## src/rtl/univ_shift_reg.sv

```systemverilog
// univ_shift_reg
// Parametrised universal shift register with parallel load and logical,
// arithmetic and rotate shifts. A multi-step shift runs one bit position per
// clock under a start/busy/done handshake.
//
// State table:
//   state   | meaning
//   --------+--------------------------------------------------------------
//   S_IDLE  | waiting for start; LOAD/HOLD complete here in one edge
//   S_SHIFT | performing one single-bit step per edge until the count ends
//
// Ports:
//   clk     in   single clock, rising edge
//   rst     in   synchronous active-high reset, dominates all other inputs
//   start   in   command request, accepted only in S_IDLE
//   mode    in   command: 000 HOLD, 001 LOAD, 010 SHL, 011 SHR, 100 ROL,
//                101 ROR, 110 ASR, 111 reserved (HOLD)
//   amt     in   number of single-bit steps for a shift command
//   d       in   parallel load data (LOAD only)
//   sin_l   in   serial fill at the MSB side (SHR), sampled at each step
//   sin_r   in   serial fill at the LSB side (SHL), sampled at each step
//   q       out  register contents
//   sout_l  out  q[WIDTH-1]
//   sout_r  out  q[0]
//   busy    out  registered, high while a shift is in progress
//   done    out  registered, one-cycle completion pulse
module univ_shift_reg #(
    parameter int WIDTH = 8,
    parameter int AMT_W = 4
) (
    input  logic             clk,
    input  logic             rst,
    input  logic             start,
    input  logic [2:0]       mode,
    input  logic [AMT_W-1:0] amt,
    input  logic [WIDTH-1:0] d,
    input  logic             sin_l,
    input  logic             sin_r,
    output logic [WIDTH-1:0] q,
    output logic             sout_l,
    output logic             sout_r,
    output logic             busy,
    output logic             done
);

    localparam logic [2:0] M_HOLD = 3'b000;
    localparam logic [2:0] M_LOAD = 3'b001;
    localparam logic [2:0] M_SHL  = 3'b010;
    localparam logic [2:0] M_SHR  = 3'b011;
    localparam logic [2:0] M_ROL  = 3'b100;
    localparam logic [2:0] M_ROR  = 3'b101;
    localparam logic [2:0] M_ASR  = 3'b110;
    localparam logic [2:0] M_RSVD = 3'b111;

    localparam logic [AMT_W-1:0] CNT_LAST = AMT_W'(1);

    typedef enum logic {
        S_IDLE  = 1'b0,
        S_SHIFT = 1'b1
    } state_t;

    state_t           state, state_nx;
    logic [WIDTH-1:0] q_r, q_nx, q_step;
    logic [AMT_W-1:0] cnt, cnt_nx;
    logic [2:0]       op, op_nx;
    logic             busy_r, busy_nx;
    logic             done_r, done_nx;
    logic             is_shift;

    // A command is a real shift only for the five shift encodings.
    always_comb begin
        is_shift = (mode != M_HOLD) && (mode != M_LOAD) && (mode != M_RSVD);
    end

    // One single-bit step of the latched operation; serial inputs are live.
    always_comb begin
        q_step = q_r;
        case (op)
            M_SHL:   q_step = {q_r[WIDTH-2:0], sin_r};
            M_SHR:   q_step = {sin_l, q_r[WIDTH-1:1]};
            M_ROL:   q_step = {q_r[WIDTH-2:0], q_r[WIDTH-1]};
            M_ROR:   q_step = {q_r[0], q_r[WIDTH-1:1]};
            M_ASR:   q_step = {q_r[WIDTH-1], q_r[WIDTH-1:1]};
            default: q_step = q_r;
        endcase
    end

    always_comb begin
        state_nx = state;
        q_nx     = q_r;
        cnt_nx   = cnt;
        op_nx    = op;
        busy_nx  = busy_r;
        done_nx  = 1'b0;
        case (state)
            S_IDLE: begin
                if (start) begin
                    op_nx = mode;
                    if (mode == M_LOAD) begin
                        q_nx    = d;
                        done_nx = 1'b1;
                    end else if (is_shift && (amt != '0)) begin
                        state_nx = S_SHIFT;
                        cnt_nx   = amt;
                        busy_nx  = 1'b1;
                    end else begin
                        done_nx = 1'b1;
                    end
                end
            end
            S_SHIFT: begin
                q_nx   = q_step;
                cnt_nx = cnt - 1'b1;
                // Terminal count: this edge performs the final step.
                if (cnt == CNT_LAST) begin
                    state_nx = S_IDLE;
                    busy_nx  = 1'b0;
                    done_nx  = 1'b1;
                end
            end
            default: begin
                state_nx = S_IDLE;
                busy_nx  = 1'b0;
            end
        endcase
    end

    always_ff @(posedge clk) begin
        if (rst) begin
            state  <= S_IDLE;
            q_r    <= '0;
            cnt    <= '0;
            op     <= M_HOLD;
            busy_r <= 1'b0;
            done_r <= 1'b0;
        end else begin
            state  <= state_nx;
            q_r    <= q_nx;
            cnt    <= cnt_nx;
            op     <= op_nx;
            busy_r <= busy_nx;
            done_r <= done_nx;
        end
    end

    assign q      = q_r;
    assign sout_l = q_r[WIDTH-1];
    assign sout_r = q_r[0];
    assign busy   = busy_r;
    assign done   = done_r;

endmodule

```

## config.mk

```make
export PLATFORM = sky130hd
export DESIGN_NAME = univ_shift_reg
export DESIGN_NICKNAME = d
export VERILOG_FILES = /design/src/rtl/univ_shift_reg.sv
export SDC_FILE = /design/constraint.sdc
export NUM_CORES = 1
export LEC_CHECK = 0
export ABC_AREA = 1
export BUFFER_PORTS_ARGS = -buffer_cell sky130_fd_sc_hd__buf_2
export CORE_MARGIN = 2
export CORE_UTILIZATION = 51
export DETAILED_ROUTE_END_ITERATION = 8
export PLACE_DENSITY = 0.78
export SLEW_MARGIN = 5
export SYNTH_ARGS = -nofsm -noshare
export SYNTH_HDL_FRONTEND = slang
export SYNTH_SLANG_ARGS = --single-unit
```

## constraint.sdc

```tcl
create_clock -name clk -period 1.3 [get_ports clk]
set_input_delay 0.13 -clock clk [delete_from_list [all_inputs] [get_ports clk]]
set_output_delay 0.13 -clock clk [all_outputs]
set_load 0.01 [all_outputs]
```

==> reports/results.tsv, run 1 <==
metric	value	unit
ys flop type	dfxtp_1	
clk root buf	clkbuf_4	
final count of negative-setup-slack endpoints	0	
vias in the first global route	1105	
Layout Skew	0.00268	ns
reg-to-reg endpoint	q[3]	
IO Pins	32	
fraction of layout instances using a drive strength above 1	0.313	
Net count, final	235	
Clock Sinks	18	
Die X	52.2	µm
synthesized area per cell	6.69	µm²
Vias/cell	5.40	
pwr/cell area	956	nW/µm²
Synth area leaders	dfxtp_1, nand2_1, nor2_1	
Worst Setup End Kind	flip-flop	
final critical-path share of the clock period	0.937	
CTS tree	done	
router iterations before antenna repair	4	
FMAX	821	MHz
top-count cell post-synth	nand2_1	
CP Class	reg -> reg	
Worst slew margin	0.799	
reg2reg path depth	7	
synth unique cells	25	
CTS Hold Bufs	0	
Post-synth EDFFs	0	
PortBufs	31	
# fillers	213	
first-pass GRT wire length	4530	µm
min-delay worst type	in -> reg	
Worst EP required	1.54	ns
clk_lat worst skew	0.29	ns
Final Total Pwr	1370	µW
Arrival @ worst endpoint	1.45	ns
Starting Density	0.535	
GR Overflow Total	0	
final-report max-slew violation count	0	
maxcap violations	0	
Hold Fails Final Rpt	0	
number of DRC markers in iteration 0	22	
Total Routing Usage GR	0.222	
multi-input logic area	721	µm²
leakage power	0.000667	µW
core area	2210	µm²
worst r2r src	op[2]	
Chip Height	52.2	µm
Synth top cells by count	nand2_1, nor2_1, dfxtp_1, a21oi_1, inv_1	
r2r setup slk	0.08	ns
Post-DRT Antenna Nets	0	
Routed WL per cell	11.8	µm
FF/Latch Area	370	µm²
RSZ-0062 raised after global routing	true	
Inserted Clock Buffers	3	
beginning of the critical path	op[2]	
Cells after Synth	177	
Final Critical Period	1.22	ns
Longest Clk Path Bufs	2	
#FFs+latches synth	18	
largest net degree at the start of global routing	15	
placed insts	233	
drt drc	0	
Yosys top cell by area	dfxtp_1	
initial antenna violation count	0	
Ant. Diodes	0	
FFs w/ async S/R, synth	0	
Synth top area share	0.304	
Total Wirelength	2810	µm
worst slew pin tran	0.299	ns
Max VDD drop	818	µV
hpwl dp	2090	µm
Core Rows	17	
full die area	2720	µm²
synth warn	0	
status	completed	
post-synthesis cell area	1180	µm²
DR vias	1290	
design area	1440	µm²
Critical Path Source Type	flip-flop	
Layout Cells excl Fill	239	
number of H-tree levels	1	
placer congestion estimate	0.808	
Seq/Total Area, Yosys	0.304	
Post-Syn Nets	199	
CP endpoint	q[3]	
critical-path maximum fanout	14	
clock-pin slew on the worst setup and hold paths	0.10	ns
Area Overhead vs Synth	21.4	%
dpl cell area	1350	µm²
-- layout by cell type, fill, tap and decap left out, types with 5 or more instances in the layout --
master	instances
a21oi_1	15
buf_2	31
buf_4	7
dfxtp_1	12
dfxtp_2	5
inv_1	13
nand2_1	43
nand3_1	11
nand4_1	12
nor2_1	25
o21ai_0	6
-- metal layers --
layer  vias up  wire length (µm)  track usage
met5         -                 0            0
met4         0                41       0.0940
met3         5               133       0.0286
met2        41              1400        0.403
met1       585              1240        0.259
li1        659                 -            -
-- registers in the layout (all words and copies together), names as in the netlist --
register,flops
busy,1
cnt,4
q,8
op,3
done,1
state,1
-- where the power goes --
| part | total [µW] | internal (µW) | switching, µW |
|---|---|---|---|
| Clock | 284 | 108 | 176 |
| Sequential | 666 | 606 | 59.8 |
| Combinational | 423 | 175 | 248 |
| Total | 1370 | 889 | 484 |
-- worst min-delay path by stage --
stage / cells past startpoint / end / startpoint
detailed placement: 2 / cnt[3] / amt[3]
global route: 2 / cnt[3] / amt[3]
finish: 2 / cnt[3] / amt[3]
CTS: 2 / cnt[3] / amt[3]
floorplan: 1 / q[5] / rst
global placement: 2 / cnt[3] / amt[3]
-- critical path: stages, from the launching register on --
cell and delay (ns):
dfxtp_4 0.41, buf_4 0.14, nand2_1 0.10, nand3_4 0.13, nand2_8 0.10, nor2_1 0.11
nand2_1 0.06, a21oi_1 0.11
-- cell families (layout without fill, tap and decap cells) --
logic type / after synthesis / count (layout) / share of synthesized area
simple gates: 102 / 103 / 0.412
compound gates: 28 / 28 / 0.144
buf+inv: 26 / 59 / 0.111
flops: 18 / 18 / 0.304
fa+ha+maj: 2 / 2 / 0.0211
xor+xnor: 1 / 1 / 0.00740
-- through the flow --
step | TNS (ns) | hold WS (ns) | setup WS [ns] | utilization
after floorplan | 0 | 0.199 | 0.0932 | -
after global placement | 0 | 0.391 | 0.0692 | 0.611
after detailed placement | 0 | 0.395 | 0.0135 | 0.611
after CTS | 0 | 0.0851 | 0.0201 | 0.622
after global routing | -0.00450 | 0.108 | -0.00298 | 0.649
final | 0 | 0.0863 | 0.0823 | 0.649
-- final cells by class --
type	count	share of cell area
Clock buffer	3	0.0157
Multi-Input combinational cell	134	0.502
Inverter	17	0.0479
Timing Repair Buffer	39	0.152
Tap cell	28	0.0244
Sequential cell	18	0.258
-- timing repair --
item / CTS / global route
pin swaps: 0 / 1
gates cloned: 0 / 1
setup endpoints to repair: 3 / 10
gates resized for setup: 2 / 11
buffers inserted: 0 / 2
(Power assumes the default switching activity.)
==> inputs of run 2 (changes only) <==
Settings changed: REMOVE_ABC_BUFFERS set to 1.
==> run 2 against run 1 <==
Compared with the run above:
- power increased by 6.3%
- critical endpoint unchanged
- routed wire length increased by 2.7%
- via count decreased by 1.9%
- combinational power increased by 2%
- final area increased by 2.8%
- sequential power about the same
- global-route usage increased by 0.67 points
- first-iteration DRC count increased by 9.1%
- critical path depth decreased by 1
- worst setup slack improved by 0.0066 ns
==> reports/results.tsv, run 2 (synthesis gave the netlist of run 1 again) <==
metric	value	unit	change
status	completed		
Inserted Clock Buffers	3		unchanged
pwr/cell area	989	nW/µm²	+3.4%
Layout Skew	0.00320	ns	+0.000516 ns
clk root buf	clkbuf_4		
PortBufs	31		unchanged
final-report max-slew violation count	0		unchanged
core area	2210	µm²	unchanged
min-delay worst type	in -> reg		
reg2reg path depth	6		-1
Setup TNS	0	ns	unchanged
number of H-tree levels	1		unchanged
Starting Density	0.535		unchanged
CTS tree	done		
Net count, final	236		+0.43%
Reg power frac	0.455		-0.030
Cell Int Power	956	µW	+7.5%
Routed WL per cell	12.0	µm	+1.9%
combinational power share	0.296		-0.012
leakage power	0.000688	µW	+3.1%
full die area	2720	µm²	unchanged
Critical Path Source Type	flip-flop		
Chip Height	52.2	µm	unchanged
first-pass GRT wire length	4740	µm	+4.6%
maxcap violations	0		unchanged
Clock Sinks	18		unchanged
Total Wirelength	2890	µm	+2.7%
# fillers	194		-8.9%
fraction of layout instances using a drive strength above 1	0.329		+0.0158
fin util	0.667		+0.0181
final critical-path share of the clock period	0.932		-0.00504
Arrival @ worst endpoint	1.45	ns	about the same
Sw Pwr	504	µW	+4.1%
commonest non-fill, non-tap cell in the layout	nand2_1		
Die X	52.2	µm	unchanged
CP Class	reg -> reg		
design area	1480	µm²	+2.8%
Worst EP required	1.54	ns	about the same
Vias/cell	5.25		-2.8%
worst slew pin tran	0.276	ns	-0.0230 ns
largest net degree at the start of global routing	15		unchanged
FMAX	826	MHz	+0.54%
Core Rows	17		unchanged
Worst slew margin	0.816		+0.0167
RSZ-0062 raised after global routing	true		
hpwl dp	2120	µm	+1.4%
DR vias	1265		-1.9%
drt drc	0		unchanged
placer congestion estimate	0.819		+1.3%
Area Overhead vs Synth	24.7	%	
switch share	0.345		-0.00729
Ant. Diodes	0		unchanged
critical-path maximum fanout	14		unchanged
Post-DRT Antenna Nets	0		unchanged
vias in the first global route	1176		+6.4%
Final Critical Period	1.21	ns	-0.00656 ns
clock-pin slew on the worst setup and hold paths	0.11	ns	about the same
clock share of power	0.249		+0.042
Hold Fails Final Rpt	0		unchanged
Longest Clk Path Bufs	2		unchanged
Worst Setup End Kind	flip-flop		
CTS Hold Bufs	0		unchanged
WHS Path Cells	2		unchanged
Total Routing Usage GR	0.228		+0.00670
IO Pins	32		unchanged
number of DRC markers in iteration 0	24		+9.1%
commonest non-fill, non-tap cells in the layout	nand2_1, buf_2, nor2_1		
clk_lat worst skew	0.30	ns	about the same
GR Overflow Total	0		unchanged
Largest register FFs	8		unchanged
dpl cell area	1360	µm²	+0.56%
Max VDD drop	670	µV	-18%
router iterations before antenna repair	4		unchanged
final count of negative-setup-slack endpoints	0		unchanged
initial antenna violation count	0		unchanged
## run 2: cell types whose count changed in the layout (fill, tap and decap cells not counted)
| cell | before | now |
|---|---|---|
| inv_4 | 2 | 1 |
| inv_2 | 2 | 3 |
| dfxtp_2 | 5 | 2 |
| clkbuf_8 | 0 | 1 |
| a21oi_2 | 2 | 4 |
| buf_4 | 7 | 9 |
| dfxtp_1 | 12 | 13 |
| nor3_2 | 0 | 1 |
| a21oi_1 | 15 | 13 |
| dfxtp_4 | 1 | 3 |
| nor3_1 | 2 | 1 |
| nand3_4 | 3 | 4 |
| nand3_2 | 3 | 1 |
## run 2: what timing repair did
item / CTS / global route
buffers inserted: 2 / 1
pin swaps: 0 / 4
setup endpoints to repair: 7 / 11
resized for setup: 4 / 13
## run 2: per-layer routing
layer / global-route usage / vias to the layer above / wire length [µm]
li1: - / 656 / -
met1: 0.292 / 573 / 1310
met2: 0.378 / 31 / 1420
met3: 0.0371 / 5 / 121
met4: 0.103 / 0 / 36
met5: 0 / - / 0
## run 2: worst paths after layout
kind / start / endpoint / slack [ns]
max: op[1] / q[3] / 0.09
min: rst / q[4] / 0.06
max reg2reg: op[1] / q[3] / 0.09
min reg2reg: cnt[1] / cnt[1] / 0.49
## run 2: layout make-up
class,instances,area (µm²),area share
repair buffers,41,234,0.158
inverters,17,66.3,0.0449
multi-input cells,133,731,0.495
well taps,28,35.0,0.0237
flip-flops and latches,18,374,0.253
clock buffers,4,36.3,0.0246
## run 2: critical path: stages (launching register included)
cell	delay, ns
dfxtp_4	0.38
buf_4	0.14
a21oi_4	0.16
nand3_4	0.11
nand2_8	0.13
nand2_1	0.08
a21oi_2	0.14
## run 2: power groups by stage
stage | clock network (µW) | logic, µW | registers [µW]
after floorplan | 0 | 237 | 689
after global placement | 0 | 391 | 667
after detailed placement | 0 | 405 | 670
after CTS | 373 | 410 | 660
after global routing | 385 | 486 | 672
final | 364 | 433 | 664
## run 2: through the flow
step | setup slack, ns | std cells | total power [µW] | hold WS (ns)
final | 0.0888 | 241 | 1460 | 0.0581
after global routing | -0.00536 | 241 | 1540 | 0.0793
after CTS | 0.0127 | 240 | 1440 | 0.0471
after detailed placement | -0.0670 | 234 | 1070 | 0.378
after global placement | 0.0304 | 234 | 1060 | 0.370
after floorplan | -0.0661 | 168 | 925 | 0.192
